## src/rtl/riscv_pkg.sv

```systemverilog
// rtl/riscv_pkg.sv - shared RV32 constants and helpers for the fetch stage
package riscv_pkg;

   localparam int              XLEN      = 32;
   localparam logic [XLEN-1:0] NOP_INSTR = 32'h0000_0013;
   localparam logic [XLEN-1:0] PC_STEP   = 32'd4;

   // Instruction fetch is word granular, so drop the byte-offset bits
   function automatic logic [XLEN-1:0] word_align(input logic [XLEN-1:0] addr);
      return {addr[XLEN-1:2], 2'b00};
   endfunction

endpackage

```

## src/rtl/fetch_fifo.sv

```systemverilog
// rtl/fetch_fifo.sv - small synchronous FIFO with clear, used for fetch tags and fetched words
module fetch_fifo #(
   parameter int WIDTH = 32,
   parameter int DEPTH = 2
) (
   input  logic                     clk,
   input  logic                     rst_n,
   input  logic                     clear,
   input  logic                     push,
   input  logic [WIDTH-1:0]         push_data,
   input  logic                     pop,
   output logic [WIDTH-1:0]         head_data,
   output logic [$clog2(DEPTH):0]   count
);

   localparam int AW = $clog2(DEPTH);

   logic [WIDTH-1:0] mem_q [DEPTH];
   logic [WIDTH-1:0] mem_d [DEPTH];
   logic [AW-1:0]    wr_ptr_q, wr_ptr_d;
   logic [AW-1:0]    rd_ptr_q, rd_ptr_d;
   logic [AW:0]      count_q, count_d;

   // Next-state: clear wins, otherwise push and pop may happen together (even when full)
   always_comb begin
      mem_d    = mem_q;
      wr_ptr_d = wr_ptr_q;
      rd_ptr_d = rd_ptr_q;
      count_d  = count_q;
      if (clear) begin
         wr_ptr_d = '0;
         rd_ptr_d = '0;
         count_d  = '0;
      end else begin
         if (push) begin
            mem_d[wr_ptr_q] = push_data;
            wr_ptr_d        = wr_ptr_q + AW'(1);
         end
         if (pop) begin
            rd_ptr_d = rd_ptr_q + AW'(1);
         end
         count_d = count_q + (AW+1)'(push) - (AW+1)'(pop);
      end
   end

   // Storage is not reset; only pointers and count are
   always_ff @(posedge clk) begin
      mem_q <= mem_d;
      if (!rst_n) begin
         wr_ptr_q <= '0;
         rd_ptr_q <= '0;
         count_q  <= '0;
      end else begin
         wr_ptr_q <= wr_ptr_d;
         rd_ptr_q <= rd_ptr_d;
         count_q  <= count_d;
      end
   end

   assign head_data = mem_q[rd_ptr_q];
   assign count     = count_q;

endmodule

```

## src/rtl/fetch_stage.sv

```systemverilog
// rtl/fetch_stage.sv - IF stage: PC, in-order imem reads, stale-drop on redirect (FETCH_PERF_EN adds perf counters)
module fetch_stage
   import riscv_pkg::*;
#(
   parameter logic [XLEN-1:0] RESET_PC   = 32'h0000_0000,
   parameter int              FIFO_DEPTH = 2
) (
   input  logic            clk,
   input  logic            rst_n,
   input  logic            stallD,
   input  logic            redirect,
   input  logic [XLEN-1:0] redirect_pc,
   output logic            imem_req,
   output logic [XLEN-1:0] imem_addr,
   input  logic            imem_rvalid,
   input  logic [XLEN-1:0] imem_rdata,
   output logic [XLEN-1:0] instrF,
   output logic [XLEN-1:0] PCF,
   output logic [XLEN-1:0] PCPulse4F,
`ifdef FETCH_PERF_EN
   output logic [XLEN-1:0] perf_fetch_cnt,
   output logic [XLEN-1:0] perf_bubble_cnt,
`endif
   output logic            validF
);

   localparam int         CW      = $clog2(FIFO_DEPTH) + 1;
   localparam int         DW      = 8;
   localparam logic [CW:0] DEPTH_C = (CW+1)'(FIFO_DEPTH);

   logic [XLEN-1:0]   pc_q, pc_d;
   logic [DW-1:0]     drop_q, drop_d;
   logic [CW-1:0]     tag_count, buf_count;
   logic [XLEN-1:0]   tag_head;
   logic [2*XLEN-1:0] buf_head;
   logic [CW:0]       occ;
   logic              issue, rsp_take, rsp_keep, head_pop;

   // Handshake decode; occupancy credits this cycle's head pop so L=1 streams at full rate
   always_comb begin
      head_pop = (buf_count != '0) && !stallD;
      rsp_take = imem_rvalid && ((drop_q != '0) || (tag_count != '0));
      rsp_keep = imem_rvalid && (drop_q == '0) && (tag_count != '0);
      occ      = (CW+1)'(tag_count) + (CW+1)'(buf_count) - (CW+1)'(head_pop);
      issue    = rst_n && !redirect && (occ < DEPTH_C);
   end

   fetch_fifo #(.WIDTH(XLEN), .DEPTH(FIFO_DEPTH)) u_tag_q (
      .clk(clk), .rst_n(rst_n), .clear(redirect),
      .push(issue), .push_data(pc_q), .pop(rsp_keep),
      .head_data(tag_head), .count(tag_count)
   );

   fetch_fifo #(.WIDTH(2*XLEN), .DEPTH(FIFO_DEPTH)) u_instr_buf (
      .clk(clk), .rst_n(rst_n), .clear(redirect),
      .push(rsp_keep), .push_data({tag_head, imem_rdata}), .pop(head_pop),
      .head_data(buf_head), .count(buf_count)
   );

   // PC and stale-response count; redirect turns every tagged request into one to drop
   always_comb begin
      pc_d   = pc_q;
      drop_d = drop_q;
      if (redirect) begin
         pc_d   = word_align(redirect_pc);
         drop_d = drop_q + DW'(tag_count) - DW'(rsp_take);
      end else begin
         if (issue) begin
            pc_d = pc_q + PC_STEP;
         end
         if (imem_rvalid && (drop_q != '0)) begin
            drop_d = drop_q - DW'(1);
         end
      end
   end

   // PC and drop counter registers
   always_ff @(posedge clk) begin
      if (!rst_n) begin
         pc_q   <= RESET_PC;
         drop_q <= '0;
      end else begin
         pc_q   <= pc_d;
         drop_q <= drop_d;
      end
   end

   // A response with nothing outstanding is ignored by the datapath but flagged here
   always_ff @(posedge clk) begin
      if (rst_n) begin
         assert (!(imem_rvalid && (drop_q == '0) && (tag_count == '0)));
      end
   end

   // Outputs come straight from the registered buffer head, squashed to a NOP when empty
   always_comb begin
      validF    = (buf_count != '0);
      instrF    = validF ? buf_head[XLEN-1:0]      : NOP_INSTR;
      PCF       = validF ? buf_head[2*XLEN-1:XLEN] : '0;
      PCPulse4F = validF ? (buf_head[2*XLEN-1:XLEN] + PC_STEP) : '0;
      imem_req  = issue;
      imem_addr = pc_q;
   end

`ifdef FETCH_PERF_EN
   logic [XLEN-1:0] fetch_cnt_q, fetch_cnt_d;
   logic [XLEN-1:0] bubble_cnt_q, bubble_cnt_d;

   // Delivered-word and empty-slot counters; redirect leaves them alone
   always_comb begin
      fetch_cnt_d  = fetch_cnt_q + XLEN'(head_pop);
      bubble_cnt_d = bubble_cnt_q + XLEN'(!validF && !stallD);
   end

   // Performance counter registers
   always_ff @(posedge clk) begin
      if (!rst_n) begin
         fetch_cnt_q  <= '0;
         bubble_cnt_q <= '0;
      end else begin
         fetch_cnt_q  <= fetch_cnt_d;
         bubble_cnt_q <= bubble_cnt_d;
      end
   end

   assign perf_fetch_cnt  = fetch_cnt_q;
   assign perf_bubble_cnt = bubble_cnt_q;
`endif

endmodule

```

## config.mk

```make
export PLATFORM = sky130hd
export DESIGN_NAME = fetch_stage
export DESIGN_NICKNAME = d
export VERILOG_FILES = /design/src/rtl/riscv_pkg.sv /design/src/rtl/fetch_fifo.sv /design/src/rtl/fetch_stage.sv
export SDC_FILE = /design/constraint.sdc
export NUM_CORES = 1
export LEC_CHECK = 0
export ABC_AREA = 1
export CORE_MARGIN = 4
export CORE_UTILIZATION = 45
export CTS_BUF_LIST = sky130_fd_sc_hd__clkbuf_4
export CTS_CLUSTER_SIZE = 16
export DETAILED_ROUTE_END_ITERATION = 10
export DONT_BUFFER_PORTS = 1
export GPL_ROUTABILITY_DRIVEN = 0
export HOLD_SLACK_MARGIN = 0.02
export PLACE_DENSITY_LB_ADDON = 0.05
export SLEW_MARGIN = 20
export SYNTH_ARGS = -nofsm -noshare
export SYNTH_HDL_FRONTEND = slang
export SYNTH_SLANG_ARGS = --single-unit
```

## constraint.sdc

```tcl
create_clock -name clk -period 7.6 [get_ports clk]
set_input_delay 0.76 -clock clk [delete_from_list [all_inputs] [get_ports clk]]
set_output_delay 0.76 -clock clk [all_outputs]
set_load 0.01 [all_outputs]
```

==> metrics.md <==
| Metric | Value |
|---|---|
| Vias/cell | `around 5.0` |
| Port Buffers | `0` |
| DRT iter0 DRCs | `546` |
| Fin crit share | `0.584` |
| Design Power | `around 0.0028 W` |
| Fill cells | `around 2.4k` |
| Clock sink count | `between 200 and 250` |
| Hold_buf cts | `0` |
| DRC | `0` |
| RSZ-0062 raised after global routing | `false` |
| Met2 routed WL | `between 10000 and 15000 microns` |
| Starting Density | `0.463` |
| Commonest cells post-synth | `nand2_1, edfxtp_1, inv_1` |
| Area growth syn-to-layout | `9.35%` |
| Slowest CP cell | `buf_4` |
| WP data arrival | `about 3700 ps` |
| Worst IR Drop VDD | `roughly 0.10 mV` |
| Lkg Pwr | `5.09 nW` |
| Crit end category | `primary output` |
| DR top layer | `met4` |
| FF+latch count, synth | `between 200 and 250` |
| CTS tree | `built` |
| H-tree levels | `2` |
| Final ANT Viol Nets | `0` |
| Rel. slew slack | `0.335` |
| Slew Viols, Final | `0` |
| Asr flop ratio synth | `0` |
| Worst Path Max Fanout | `80` |
| Die footprint | `around 28000 sq um` |
| Total track usage | `0.190` |
| Cell breakdown of the critical path | `nor2_4, buf_4, nor2_1, ha_1, nor2_1, fa_1, nor2_1, nand2_2, inv_2` |
| Synth cell types | `37` |
| CP Class | `register to primary output` |
| Placement row count | `57` |
| CP startpoint | `u_instr_buf.count[1]` |
| Routed vias | `~8.6k` |
| Skew final | `between 20 and 25 ps` |
| Drt total wl | `around 27000 microns` |
| Synthesis warning total | `0` |
| Number of global-route vias before repair | `about 8k` |
| Cts repair resizes | `0` |
| Reg2reg start | `u_instr_buf.count[1]` |
| WL met3 | `2330 microns` |
| Minimum clock period after layout | `approximately 4400 ps` |
| Crit-path max cell delay | `about 640 ps` |
| Area share of the largest cell type after synthesis | `0.485` |
| Fin nets | `between 1k and 1.5k` |
| Synth area leaders | `edfxtp_1, nand2_1, dfxtp_1, inv_1, nor2_1` |
| Hold WC Path Type | `primary input to register` |
| Avg Inst Size Synth | `8.53 sq um` |
| Worst Path Required | `around 7000 ps` |
| Num CTS Buffers | `just over 60` |
| Sequential cell area | `about 6400 sq um` |
| Total gr overflow | `0` |
| Design area | `between 10000 and 15000 sq um` |
| CTS Root Cell | `clkbuf_4` |
| Area after DPL | `11600 sq um` |
| # setup viols final | `0` |
| Largest net degree at the start of global routing | `about 80` |
| Initial antenna violation count | `1` |
| Wl on met1 | `about 12000 microns` |
| Area of the multi-input gates | `roughly 4200 sq um` |
| Largest buffer count on any clock path | `3` |
| Synthesized area | `~11000 sq um` |
| Least-Margin Pin Slew | `around 1000 ps` |
| Status | `finished, final reports clean` |
| Startpoint types | `register` |
| Die Ht | `167 microns` |
| Setup TNS | `0 ps` |
| DIE WIDTH | `approximately 170 microns` |
| Gate count of the mapped netlist | `1335` |
| Clk pin slew, worst setup/hold paths | `about 60 ps` |
| Sequential area share after synthesis | `0.566` |
| IO Pins | `just under 200` |
| First-pass GRT wire length | `~43000 microns` |
| Post-detail-place hpwl | `18500 microns` |
| Max frequency | `between 0.2 and 0.25 GHz` |
| Max-cap viol count | `0` |
| Most used DFF post-synth | `edfxtp_1` |
| DR pass1 iterations | `6` |
| Number of flops mapped to enable cells by yosys | `184` |
| Hold path start | `imem_rdata[29]` |
| Post-CTS Setup Bufs | `0` |
| Clk_lat worst skew | `roughly 670 ps` |
| Final core utilization | `0.506` |
| Most common cell in the netlist | `nand2_1` |
| Layout cell share with drive strength beyond 1 | `0.100` |
| Core box area | `roughly 25000 sq um` |
| Avg WL per Cell | `approximately 16 microns` |
| Pwr dens | `about 230 nW/um^2` |
| Worst path most repeated cell | `nor2_1` |
| Hold Violations, Final | `0` |
| Largest area contributor in the synthesized netlist | `edfxtp_1` |
-- path summary, 6_finish.rpt --
kind | depth (start not counted) | to | slack (ps)
max | 9 | imem_req | 3160
min | 0 | u_instr_buf.mem_q[29] | 180
max reg2reg | 10 | u_tag_q.mem_q[51] | 4030
min reg2reg | 2 | u_instr_buf.mem_q[100] | 520
-- metrics by stage --
step           cells  hold slack (ps)  worst slack (ps)
2_1_floorplan   1340              460              1650
3_3_place_gp    1624              502              3830
3_5_place_dp    1624              518              3800
4_1_cts         1730              104              3030
5_1_grt         1731             91.8              2790
6_report        1731              180              3160
-- routing by layer --
metal | track usage | up-vias
met5 | 0 | -
met4 | 0.0487 | 0
met3 | 0.0557 | 32
met2 | 0.292 | 302
met1 | 0.266 | 3877
li1 | - | 4409
-- power by group --
group | leakage, nW | total [W] | internal (W) | switching, W
combinational | 2.56 | 0.000298 | 0.000107 | 0.000192
clock | 0.478 | 0.00109 | 0.000613 | 0.000477
sequential | 2.05 | 0.00144 | 0.00140 | 0.0000424
-- critical path: cells and delay by family (launching register included) --
family / cells / cell delay [ps]
buffers and inverters: 2 / 1140
AND/OR/NAND/NOR: 5 / 730
adder cells (fa/ha/maj): 2 / 770
flip-flops: 1 / 350
-- flip-flops by register name, summed over array words and instances, names as in the netlist --
signal	flops
u_instr_buf.mem_q	124
u_instr_buf.rd_ptr_q	1
drop_q	8
u_instr_buf.wr_ptr_q	1
u_tag_q.mem_q	60
u_tag_q.count	2
u_tag_q.wr_ptr_q	1
imem_addr	30
u_instr_buf.count	2
u_tag_q.rd_ptr_q	1
-- cells in the final DEF (no fill, tap or decap), types with 2 or more instances in the layout --
| master | n |
|---|---|
| fa_1 | 2 |
| clkbuf_4 | 92 |
| conb_1 | 6 |
| nor2_1 | 130 |
| clkinv_2 | 2 |
| a21o_1 | 3 |
| xnor2_1 | 3 |
| or2_2 | 6 |
| nand2_2 | 7 |
| o21ai_0 | 44 |
| bufinv_16 | 2 |
| inv_2 | 5 |
| nor3_1 | 3 |
| clkinv_1 | 9 |
| nand2_1 | 490 |
| dfxtp_1 | 44 |
| and2_1 | 3 |
| nor3_2 | 2 |
| o211ai_1 | 5 |
| o21ai_1 | 2 |
| ha_1 | 24 |
| xor2_1 | 13 |
| nor2_4 | 2 |
| a31oi_1 | 8 |
| nor2_2 | 14 |
| buf_4 | 7 |
| edfxtp_1 | 184 |
| o21a_1 | 2 |
| a21oi_1 | 78 |
| nand3_1 | 64 |
| inv_1 | 138 |
| nand4_1 | 4 |
| dfxtp_2 | 2 |
-- area by class of cell --
cell class / count / area share
flip-flops and latches: 230 / 0.518
multi-input cells: 921 / 0.338
clock buffers: 92 / 0.0555
inverters: 142 / 0.0428
well taps: 324 / 0.0326
clock inverters: 14 / 0.00864
repair buffers: 7 / 0.00422
diodes: 1 / 0.000201
-- kinds of logic (layout without fill, tap and decap cells) --
group           Yosys count  in the layout  synth area share
simple gates            727            727             0.255
flops                   230            230             0.566
buf+inv                 189            255            0.0677
compound gates          146            146            0.0681
fa+ha+maj                26             26            0.0299
xor+xnor                 16             16            0.0123
other cells               1              7          0.000329
(Power assumes the default switching activity.)
